### config.mk
export PLATFORM = sky130hd
export DESIGN_NAME = memory
export DESIGN_NICKNAME = d
export VERILOG_FILES = /design/src/rtl/memory_pkg.sv /design/src/rtl/memory_load_align.sv /design/src/rtl/memory.sv
export SDC_FILE = /design/constraint.sdc
export NUM_CORES = 1
export LEC_CHECK = 0
export BUFFER_PORTS_ARGS = -buffer_cell sky130_fd_sc_hd__buf_2
export CORE_AREA = 2 2 215 217
export CTS_BUF_LIST = sky130_fd_sc_hd__clkbuf_16
export DETAILED_ROUTE_END_ITERATION = 8
export DIE_AREA = 0 0 217 219
export GPL_ROUTABILITY_DRIVEN = 0
export PLACE_DENSITY = 0.48
export SKIP_CTS_REPAIR_TIMING = 1
export SLEW_MARGIN = 20
export SYNTH_ARGS = -nofsm -noshare
export SYNTH_HDL_FRONTEND = slang
export SYNTH_SLANG_ARGS = --single-unit
### constraint.sdc
create_clock -name clk -period 3.4 [get_ports clk]
set_input_delay 0.85 -clock clk [delete_from_list [all_inputs] [get_ports clk]]
set_output_delay 0.85 -clock clk [all_outputs]
set_load 0.01 [all_outputs]
### src/rtl/memory_pkg.sv
// Shared encodings for the RV32 memory stage: access sizes, writeback selects,
// exception causes, FSM states and the registered bus request.
package memory_pkg;

  typedef enum logic [1:0] {
    SZ_BYTE = 2'b00,
    SZ_HALF = 2'b01,
    SZ_WORD = 2'b10
  } size_e;

  typedef enum logic [1:0] {
    WS_ALU  = 2'b00,
    WS_LOAD = 2'b01,
    WS_CSR  = 2'b10,
    WS_PC4  = 2'b11
  } wsel_e;

  localparam logic [3:0] ECAUSE_ILLEGAL        = 4'd2;
  localparam logic [3:0] ECAUSE_LOAD_MISALIGN  = 4'd4;
  localparam logic [3:0] ECAUSE_STORE_MISALIGN = 4'd6;

  typedef enum logic [1:0] {
    ST_IDLE = 2'b00,
    ST_WAIT = 2'b01,
    ST_DONE = 2'b10
  } mem_state_e;

  typedef struct packed {
    logic [31:0] addr;
    logic [3:0]  be;
    logic [31:0] wdata;
    logic        we;
  } mem_req_t;

  function automatic logic [3:0] lane_be(input logic [1:0] size, input logic [1:0] lane);
    case (size)
      SZ_BYTE: lane_be = 4'b0001 << lane;
      SZ_HALF: lane_be = 4'b0011 << lane;
      default: lane_be = 4'b1111;
    endcase
  endfunction

endpackage

### src/rtl/memory_load_align.sv
// Load data alignment: picks the addressed byte/half out of the raw bus word
// and sign- or zero-extends it. Words pass through unchanged.
module mem_load_align
  import memory_pkg::*;
(
  input  logic [31:0] rdata,
  input  logic [1:0]  lane,
  input  logic [1:0]  size,
  input  logic        sgn,
  output logic [31:0] data
);

  logic [7:0]  b;
  logic [15:0] h;

  always_comb begin
    b    = rdata[{lane, 3'b000} +: 8];
    h    = lane[1] ? rdata[31:16] : rdata[15:0];
    data = rdata;
    case (size)
      SZ_BYTE: data = {{24{sgn & b[7]}}, b};
      SZ_HALF: data = {{16{sgn & h[15]}}, h};
      default: data = rdata;
    endcase
  end

endmodule

### src/rtl/memory.sv
// RV32 memory stage: one bus request per load/store, load alignment, branch
// redirect and writeback registers. MEMORY_MISALIGNED_TRAP_EN traps misaligned accesses.
module memory
  import memory_pkg::*;
(
  input  logic        clk,
  input  logic        reset,
  input  logic [31:0] pc_in,
  input  logic [31:0] next_pc_in,
  input  logic [31:0] alu_data_in,
  input  logic [31:0] alu_addition_in,
  input  logic [31:0] rs2_data_in,
  input  logic [31:0] csr_data_in,
  input  logic        branch_in,
  input  logic        jump_in,
  input  logic        cmp_output_in,
  input  logic        load_in,
  input  logic        store_in,
  input  logic [1:0]  load_store_size_in,
  input  logic        load_signed_in,
  input  logic [1:0]  write_select_in,
  input  logic [4:0]  rd_address_in,
  input  logic [11:0] csr_address_in,
  input  logic        csr_write_in,
  input  logic        mret_in,
  input  logic        wfi_in,
  input  logic        valid_in,
  input  logic        exception_in,
  input  logic [3:0]  ecause_in,
  input  logic        stall,
  input  logic        invalidate,
  output logic        mem_req,
  output logic        mem_we,
  output logic [31:0] mem_address,
  output logic [3:0]  mem_byte_en,
  output logic [31:0] mem_wdata,
  input  logic        mem_ready,
  input  logic [31:0] mem_rdata,
  output logic        busy_out,
  output logic        branch_taken_out,
  output logic [31:0] branch_address_out,
  output logic [31:0] pc_out,
  output logic [31:0] next_pc_out,
  output logic [31:0] alu_data_out,
  output logic [31:0] csr_data_out,
  output logic [31:0] load_data_out,
  output logic [1:0]  write_select_out,
  output logic [4:0]  rd_address_out,
  output logic [11:0] csr_address_out,
  output logic        csr_write_out,
  output logic        mret_out,
  output logic        wfi_out,
  output logic        valid_out,
  output logic        exception_out,
  output logic [3:0]  ecause_out
);

  mem_state_e  state;
  mem_req_t    req;
  logic [1:0]  ld_lane;
  logic [1:0]  ld_size;
  logic        ld_signed;
  logic [31:0] ld_buf;
  logic [31:0] ld_aligned;
  logic        kill;

  logic        is_ls, misaligned, access, hold, mis_exc;
  logic [1:0]  lane_raw, lane;
  logic [31:0] wdata;

  assign is_ls    = load_in || store_in;
  assign lane_raw = alu_addition_in[1:0];

  // Lane is always truncated to size alignment; the trap build never issues
  // the truncated access because misaligned blocks the request.
  always_comb begin
    case (load_store_size_in)
      SZ_BYTE: lane = lane_raw;
      SZ_HALF: lane = {lane_raw[1], 1'b0};
      default: lane = 2'b00;
    endcase
  end

`ifdef MEMORY_MISALIGNED_TRAP_EN
  assign misaligned = is_ls &&
    ((load_store_size_in == SZ_HALF && lane_raw[0]) ||
     (load_store_size_in == SZ_WORD && lane_raw != 2'b00));
`else
  assign misaligned = 1'b0;
`endif

  always_comb begin
    case (load_store_size_in)
      SZ_BYTE: wdata = {4{rs2_data_in[7:0]}};
      SZ_HALF: wdata = {2{rs2_data_in[15:0]}};
      default: wdata = rs2_data_in;
    endcase
  end

  assign access   = valid_in && is_ls && !exception_in && !misaligned && !invalidate;
  assign busy_out = (state == ST_IDLE && access) || state == ST_WAIT;
  assign hold     = stall || busy_out;
  assign mis_exc  = valid_in && misaligned;

  assign branch_taken_out   = valid_in && !exception_in && (jump_in || (branch_in && cmp_output_in));
  assign branch_address_out = alu_addition_in;

  assign mem_we      = req.we;
  assign mem_address = req.addr;
  assign mem_byte_en = req.be;
  assign mem_wdata   = req.wdata;

  mem_load_align u_align (
    .rdata (mem_rdata),
    .lane  (ld_lane),
    .size  (ld_size),
    .sgn   (ld_signed),
    .data  (ld_aligned)
  );

  always_ff @(posedge clk) begin
    if (reset) begin
      state            <= ST_IDLE;
      req              <= '0;
      mem_req          <= 1'b0;
      ld_lane          <= 2'b00;
      ld_size          <= 2'b00;
      ld_signed        <= 1'b0;
      ld_buf           <= '0;
      kill             <= 1'b0;
      pc_out           <= '0;
      next_pc_out      <= '0;
      alu_data_out     <= '0;
      csr_data_out     <= '0;
      load_data_out    <= '0;
      write_select_out <= '0;
      rd_address_out   <= '0;
      csr_address_out  <= '0;
      csr_write_out    <= 1'b0;
      mret_out         <= 1'b0;
      wfi_out          <= 1'b0;
      valid_out        <= 1'b0;
      exception_out    <= 1'b0;
      ecause_out       <= '0;
    end else begin
      case (state)
        ST_IDLE: if (access) begin
          req       <= '{addr:  {alu_addition_in[31:2], 2'b00},
                         be:    lane_be(load_store_size_in, lane),
                         wdata: wdata,
                         we:    store_in};
          mem_req   <= 1'b1;
          ld_lane   <= lane;
          ld_size   <= load_store_size_in;
          ld_signed <= load_signed_in;
          state     <= ST_WAIT;
        end
        ST_WAIT: begin
          // The bus transfer is never aborted; an invalidate only discards it.
          if (invalidate) kill <= 1'b1;
          if (mem_ready) begin
            ld_buf  <= ld_aligned;
            mem_req <= 1'b0;
            state   <= ST_DONE;
          end
        end
        ST_DONE: if (!stall) begin
          kill  <= 1'b0;
          state <= ST_IDLE;
        end
        default: state <= ST_IDLE;
      endcase

      if (!hold) begin
        pc_out           <= pc_in;
        next_pc_out      <= next_pc_in;
        alu_data_out     <= alu_data_in;
        csr_data_out     <= csr_data_in;
        load_data_out    <= (state == ST_DONE) ? ld_buf : '0;
        write_select_out <= write_select_in;
        rd_address_out   <= rd_address_in;
        csr_address_out  <= csr_address_in;
        csr_write_out    <= csr_write_in;
        mret_out         <= mret_in;
        wfi_out          <= wfi_in;
        valid_out        <= valid_in && !invalidate && !kill;
        exception_out    <= exception_in || mis_exc;
        ecause_out       <= exception_in ? ecause_in :
                            mis_exc ? (load_in ? ECAUSE_LOAD_MISALIGN : ECAUSE_STORE_MISALIGN) :
                            4'd0;
      end else begin
        valid_out <= valid_out && !invalidate;
      end
    end
  end

endmodule
==> metrics.txt, run 1 <==
fill count=~4800; type of the worst setup path=register to output pin; Crit-path slowest cell=or3_4; Final Routed Wirelength=between 40000 and 50000 µm; number of setup violations in the final report=0; Sw Share=0.263; share of synthesized area spent on multiplexers=0.0287; VDD IR-drop max=about 0.36 mV; area of the core=45100 µm²; area added between synthesis and finish=34.1%; die outline area=47500 µm²; fraction of synthesis flops using an asynchronous set or reset pin=0; transition time at the pin with the least slew margin=0.859 ns; row count=78; total routing resource utilization after global routing=0.175; gate count of the mapped netlist=1392; max-slew headroom at the worst pin=0.427; setup clock skew after layout=0.0122 ns; largest net degree at the start of global routing=157; share of layout cells above drive strength 1=0.349; number of port buffers=approximately 550; number of different library cells in the post-synthesis netlist=44; dominant combinational cell family by area after synthesis=compound AO/OA/AOI/OAI gates; number of optimization iterations in the first detailed-route pass=5; H-tree lvl count=2; initial standard-cell utilization of the core=0.263; total vias in the final route=11940; R2R setup slack=1.12 ns; Avg Cell Area, Syn=8.52 µm²; Post-Layout Cell Count=2466; post-DP HPWL=29900 µm; net switching power figure=roughly 0.0022 W; EDFF count, synth=0; remaining antenna violation count=0; WP depth=4; power per cell area=533 nW/µm²; top library cells by usage in the layout, fill and taps aside=552 x buf_2, 296 x dfxtp_1, 224 x a21oi_1; clock-pin slew on the worst setup and hold paths=~0.06 ns; GR Util met2=0.284; highest clock rate=366 MHz; via count of the first global-routing pass=11126; CP endpoint kind=output pin; area share of fa/ha/maj cells after synthesis=0; parity-gate share of the synthesized area counting xor and xnor cells=0; drt first-iter violations=764; number of failing hold endpoints at the final stage=0; buffers plus inverters on the worst setup path=2; Storage cell area=5930 µm²; total placed cells including tap cells=2398; average vias per placed instance=4.84; Worst EP arrival=1.88 ns; total negative slack=0 ns; sequential fraction of design power=0.435; class of the worst hold path=register to register; post-detailed-route DRC marker count=0; antenna violations before repair=4; final period demand of the worst path=between 2 and 3 ns; worst hold slack across all endpoints=0.453 ns; Yosys Warn Count=0; critical-path cell list=or3_4 -> o31a_2 -> inv_4 -> buf_2; global routing's busiest layer=met2; critical path capture point=busy_out; Reg2Reg Depth=6; fraction of the mapped netlist area in compound gates=0.241; cell type group with the largest total delay on the critical path=simple AND/OR/NAND/NOR gates; GR Overflow Total=0; clock buffer count from CTS=36; leakage power of the design=7.09 nW; global routing usage on met3=0.0421; met1 Resource Use GR=0.226; terminus of the critical flop-to-flop path=csr_data_out[4]; CTS sink count=296; area fraction in and, or, nand and nor cells after synthesis=0.145; status=completed; endpoint required time on the critical path=between 2 and 3 ns; final cycle utilization of the critical path=0.803; Critical path origin=state[0]; flip-flop and latch count after synthesis=approximately 300; Ports=557; Max stage delay on crit path=0.41 ns; Crit Reg-Reg Startpoint=state[0]; vertical die dimension=219 µm; leading register cell type out of synthesis=dfxtp_1; global-route wire length before repair=65900 µm; internal power summed over all cells=0.00625 W; RSZ-0062 raised after global routing=false; clock root buffer=clkbuf_16; Die Width=217 µm; Clk Latency, worst-skew pair=0.55 ns; reported max-cap violation count=0; total count of max-transition violations in the final report=0; clock group share of total power=0.448; final total power=0.00849 W; combined area of the multi-input logic cells=4940 µm²; routed len/inst=around 18 µm; critical path launch point type=register; CTS tree=yes; worst-case clock buffer depth=3; cell area after synthesis=11900 µm²; most common library cell in the layout ignoring fill and taps=buf_2; highest fanout seen on the critical path=8; fraction of the core area covered by cells at the end of the flow=0.353; combinational share of power=0.117; # nets final=2101; share of the yosys chip area belonging to registers=0.500
==> power by group through the flow <==
stage | Sequential [W] | Combinational [W] | Clock, W
final | 0.00369 | 0.000996 | 0.00380
after global routing | 0.00371 | 0.00109 | 0.00405
after CTS | 0.00369 | 0.00101 | 0.00393
after detailed placement | 0.00376 | 0.00101 | 0
after global placement | 0.00376 | 0.000999 | 0
after floorplan | 0.00383 | 0.000494 | 0
==> synthesized netlist by cell type, types with 5 or more instances <==
library cell  count  area, µm²
nor2_1           34        128
a22o_1           32        280
buf_2            21        105
buf_6             5       56.3
buf_1             6       22.5
a2111oi_0         7       61.3
o21ai_0          72        360
nor2b_1           8       50.1
nand3_1         154        771
a211oi_1         12       90.1
a221oi_1          7       61.3
o21ai_1         119        596
clkbuf_1         96        360
nand2b_1         12       75.1
o211ai_1          9       67.6
nand2_1         132        495
buf_8             9        135
inv_1            12       45.0
a311oi_1         10       87.6
and3_1           16        100
mux2_2            8       90.1
mux2i_1          25        250
dfxtp_1         296       5930
a21oi_2          11       96.3
a21oi_1         224       1120
buf_4            34        255
==> worst min-delay path by stage <==
stage	start	end	slack, ns	cells past startpoint
detailed placement	mem_byte_en[0]	mem_byte_en[0]	0.44	2
global placement	mem_byte_en[1]	mem_byte_en[1]	0.44	2
CTS	mem_address[15]	mem_address[15]	0.45	2
floorplan	ld_buf[15]	ld_buf[15]	0.44	2
global route	mem_byte_en[0]	mem_byte_en[0]	0.47	2
finish	mem_byte_en[0]	mem_byte_en[0]	0.45	2
==> cell type report <==
class                   count  area share
diodes                      3    0.000472
clock buffers              38      0.0598
clock inverters            27      0.0131
inverters                  13     0.00338
multi-input cells         912       0.311
flip-flops and latches    296       0.372
well taps                 600      0.0472
repair buffers            577       0.193
==> worst register-to-register path, stage by stage, from the launching register on <==
cell and delay [ns]:
dfxtp_1 0.37, or3_4 0.41, o31a_2 0.35, inv_4 0.08, buf_12 0.41, o21ai_1 0.41
a21oi_2 0.16
==> through the flow <==
stage / worst slack (ns) / area [µm²]
floorplan: 0.712 / 11900
global placement: 0.604 / 14700
detailed placement: 0.623 / 14700
CTS: 0.613 / 15900
global route: 0.585 / 15900
finish: 0.671 / 15900
==> sequential cells by signal, summed over array words and instances, names as in the netlist, 4 cells and up <==
name / count
next_pc_out: 32
rd_address_out: 5
ecause_out: 4
mem_byte_en: 4
load_data_out: 32
pc_out: 32
mem_address: 30
csr_address_out: 12
mem_wdata: 32
csr_data_out: 32
alu_data_out: 32
ld_buf: 32
==> kinds of logic after synthesis <==
kind of cell / after synthesis
AOI/OAI and AO/OA: 508
and+or+nand+nor: 369
other: 1
buffers and inverters: 185
muxes: 33
DFF: 296
==> routing by layer <==
metal | up-vias | wire length [µm]
li1 | 5791 | -
met1 | 5650 | 19000
met2 | 422 | 21100
met3 | 75 | 2890
met4 | 2 | 1270
met5 | - | 16
No activity file was read; power rests on OpenSTA's default activity.
==> run 2: changes to the inputs <==
==> constraint.sdc (replaced) <==
create_clock -name clk -period 2.7 [get_ports clk]
set_input_delay 0.675 -clock clk [delete_from_list [all_inputs] [get_ports clk]]
set_output_delay 0.675 -clock clk [all_outputs]
set_load 0.01 [all_outputs]
==> run 2 against run 1 <==
Register-to-register slack got worse by 0.68 ns. Clock power increased by 21%. Combinational power increased by 30%. Via count about the same. Critical path depth stayed put. First-iteration DRC count down 0.52%. Largest cell class unchanged. Largest power group is now sequential cells.
==> metrics.txt, run 2 (same netlist as run 1, synthesis figures left out) <==
setup clock skew after layout=0.0184 ns (was 0.0122 ns); largest net degree at the start of global routing=157 (unchanged); critical-path cell list=or3_4 -> o31a_2 -> inv_4 -> buf_2 (unchanged); critical path launch point type=register (unchanged); leakage power of the design=7.22 nW (was 7.09 nW); initial standard-cell utilization of the core=0.263 (unchanged); area added between synthesis and finish=35.7% (was 34.1%); clock root buffer=clkbuf_16 (unchanged); via count of the first global-routing pass=11356 (was 11126); total count of max-transition violations in the final report=0 (unchanged); H-tree lvl count=2 (unchanged); Crit-path slowest cell=or3_4 (unchanged); Ports=557 (unchanged); RSZ-0062 raised after global routing=false (unchanged); CTS sink count=296 (unchanged); combinational share of power=0.123 (was 0.117); clock group share of total power=0.437 (was 0.448); total routing resource utilization after global routing=0.174 (was 0.175); share of layout cells above drive strength 1=0.356 (was 0.349); net switching power figure=0.00279 W (was 0.00223 W); VDD IR-drop max=0.362 mV (was 0.364 mV); final period demand of the worst path=2.59 ns; Die Width=217 µm (unchanged); Worst EP arrival=1.92 ns (was 1.88 ns); endpoint required time on the critical path=2.03 ns (was 2.55 ns); sequential fraction of design power=0.440 (was 0.435); post-detailed-route DRC marker count=0 (unchanged); type of the worst setup path=register to output pin (unchanged); die outline area=47500 µm² (unchanged); remaining antenna violation count=0 (unchanged); clock-pin slew on the worst setup and hold paths=0.06 ns (about the same); number of port buffers=554 (unchanged); global-route wire length before repair=65700 µm (was 65900 µm); transition time at the pin with the least slew margin=0.822 ns (was 0.859 ns); routed len/inst=17.7 µm (was 18.0 µm); most common library cell in the layout ignoring fill and taps=buf_2 (unchanged); Max stage delay on crit path=0.42 ns (was 0.41 ns); highest fanout seen on the critical path=8 (unchanged); CTS tree=yes (unchanged); Clk Latency, worst-skew pair=0.54 ns (was 0.55 ns); post-DP HPWL=30600 µm (was 29900 µm); DP Worst Slack=0.123 ns (was 0.623 ns); post-route cell area=16100 µm² (was 15900 µm²); power per cell area=655 nW/µm² (was 533 nW/µm²); highest clock rate=386 MHz; fill count=4799 (was 4840); total negative slack=0 ns (unchanged); vertical die dimension=219 µm (unchanged); number of optimization iterations in the first detailed-route pass=5 (unchanged); internal power summed over all cells=0.00776 W (was 0.00625 W); cell area after placement=15000 µm² (was 14700 µm²); Min-Delay Path Depth=2 (unchanged); max-slew headroom at the worst pin=0.452 (was 0.427); status=completed (unchanged); class of the worst hold path=input port to register (was register to register); drt first-iter violations=760 (was 764); top library cells by usage in the layout, fill and taps aside=552 x buf_2, 296 x dfxtp_1, 224 x a21oi_1 (unchanged); Reg2Reg Depth=6 (unchanged); Worst Setup Slack, final=0.109 ns (was 0.671 ns); CP endpoint kind=output pin (unchanged); average vias per placed instance=4.80 (was 4.84); # nets final=2123 (was 2101); antenna violations before repair=5 (was 4); total vias in the final route=11950 (was 11940); Sw Share=0.264 (was 0.263); row count=78 (unchanged); area of the core=45100 µm² (unchanged); worst-case clock buffer depth=3 (unchanged); number of failing hold endpoints at the final stage=0 (unchanged); clock buffer count from CTS=37 (was 36); final cycle utilization of the critical path=0.959; GR Overflow Total=0 (unchanged); reported max-cap violation count=0 (unchanged); number of setup violations in the final report=0 (unchanged); Final Routed Wirelength=44100 µm (was 44300 µm)
run 2: cell count changes in the layout (fill, tap and decap cells not counted), sizes merged:
cell,previous run,this run
inv,16,24
buf,576,597
bufinv,3,2
clkinv,19,15
clkinvlp,2,1
clkbuf,39,38
run 2: final cells by class:
cell class / instances / area (µm²) / area share
Clock buffer: 37 / 926 / 0.0575
Antenna cell: 3 / 7.51 / 0.000466
Multi-Input combinational cell: 912 / 4940 / 0.307
Timing Repair Buffer: 598 / 3300 / 0.205
Inverter: 13 / 53.8 / 0.00334
Clock inverter: 29 / 189 / 0.0117
Tap cell: 600 / 751 / 0.0466
Sequential cell: 296 / 5930 / 0.368
run 2: metrics by stage:
stage | total power [W] | hold WS [ns] | utilization | std cells
after floorplan | 0.00544 | 0.441 | - | 1393
final | 0.0106 | 0.355 | 0.357 | 2488
after detailed placement | 0.00605 | 0.443 | 0.332 | 2419
after global routing | 0.0110 | 0.331 | 0.357 | 2486
after global placement | 0.00603 | 0.439 | 0.332 | 2419
after CTS | 0.0107 | 0.321 | 0.357 | 2485
run 2: final timing paths:
check / from / end / slack [ns]
setup reg to reg: state[0] / csr_data_out[3] / 0.44
hold reg to reg: mem_wdata[4] / mem_wdata[4] / 0.45
hold / removal: invalidate / valid_out / 0.36
setup / recovery: state[0] / busy_out / 0.11
run 2: power by group through the flow:
stage               clock (W)  sequential (W)  combinational [W]
floorplan                   0         0.00482           0.000622
global placement            0         0.00473            0.00130
detailed placement          0         0.00474            0.00131
CTS                   0.00477         0.00464            0.00131
global route          0.00494         0.00466            0.00142
finish                0.00461         0.00464            0.00129
run 2: per-layer routing:
| layer | wire (µm) | part of all wire | global-route usage | up-vias |
|---|---|---|---|---|
| met4 | 1110 | 0.025 | 0.0546 | 8 |
| li1 | - | - | - | 5844 |
| met5 | 51 | 0.0012 | 0 | - |
| met2 | 21000 | 0.48 | 0.288 | 401 |
| met3 | 3110 | 0.070 | 0.0485 | 75 |
| met1 | 18800 | 0.43 | 0.220 | 5622 |
run 2: critical path: cells and delay by family (launching register included):
kind	cells	cell delay, ns
compound gates	1	0.35
buf+inv	2	0.23
flops	1	0.38
simple gates	1	0.42
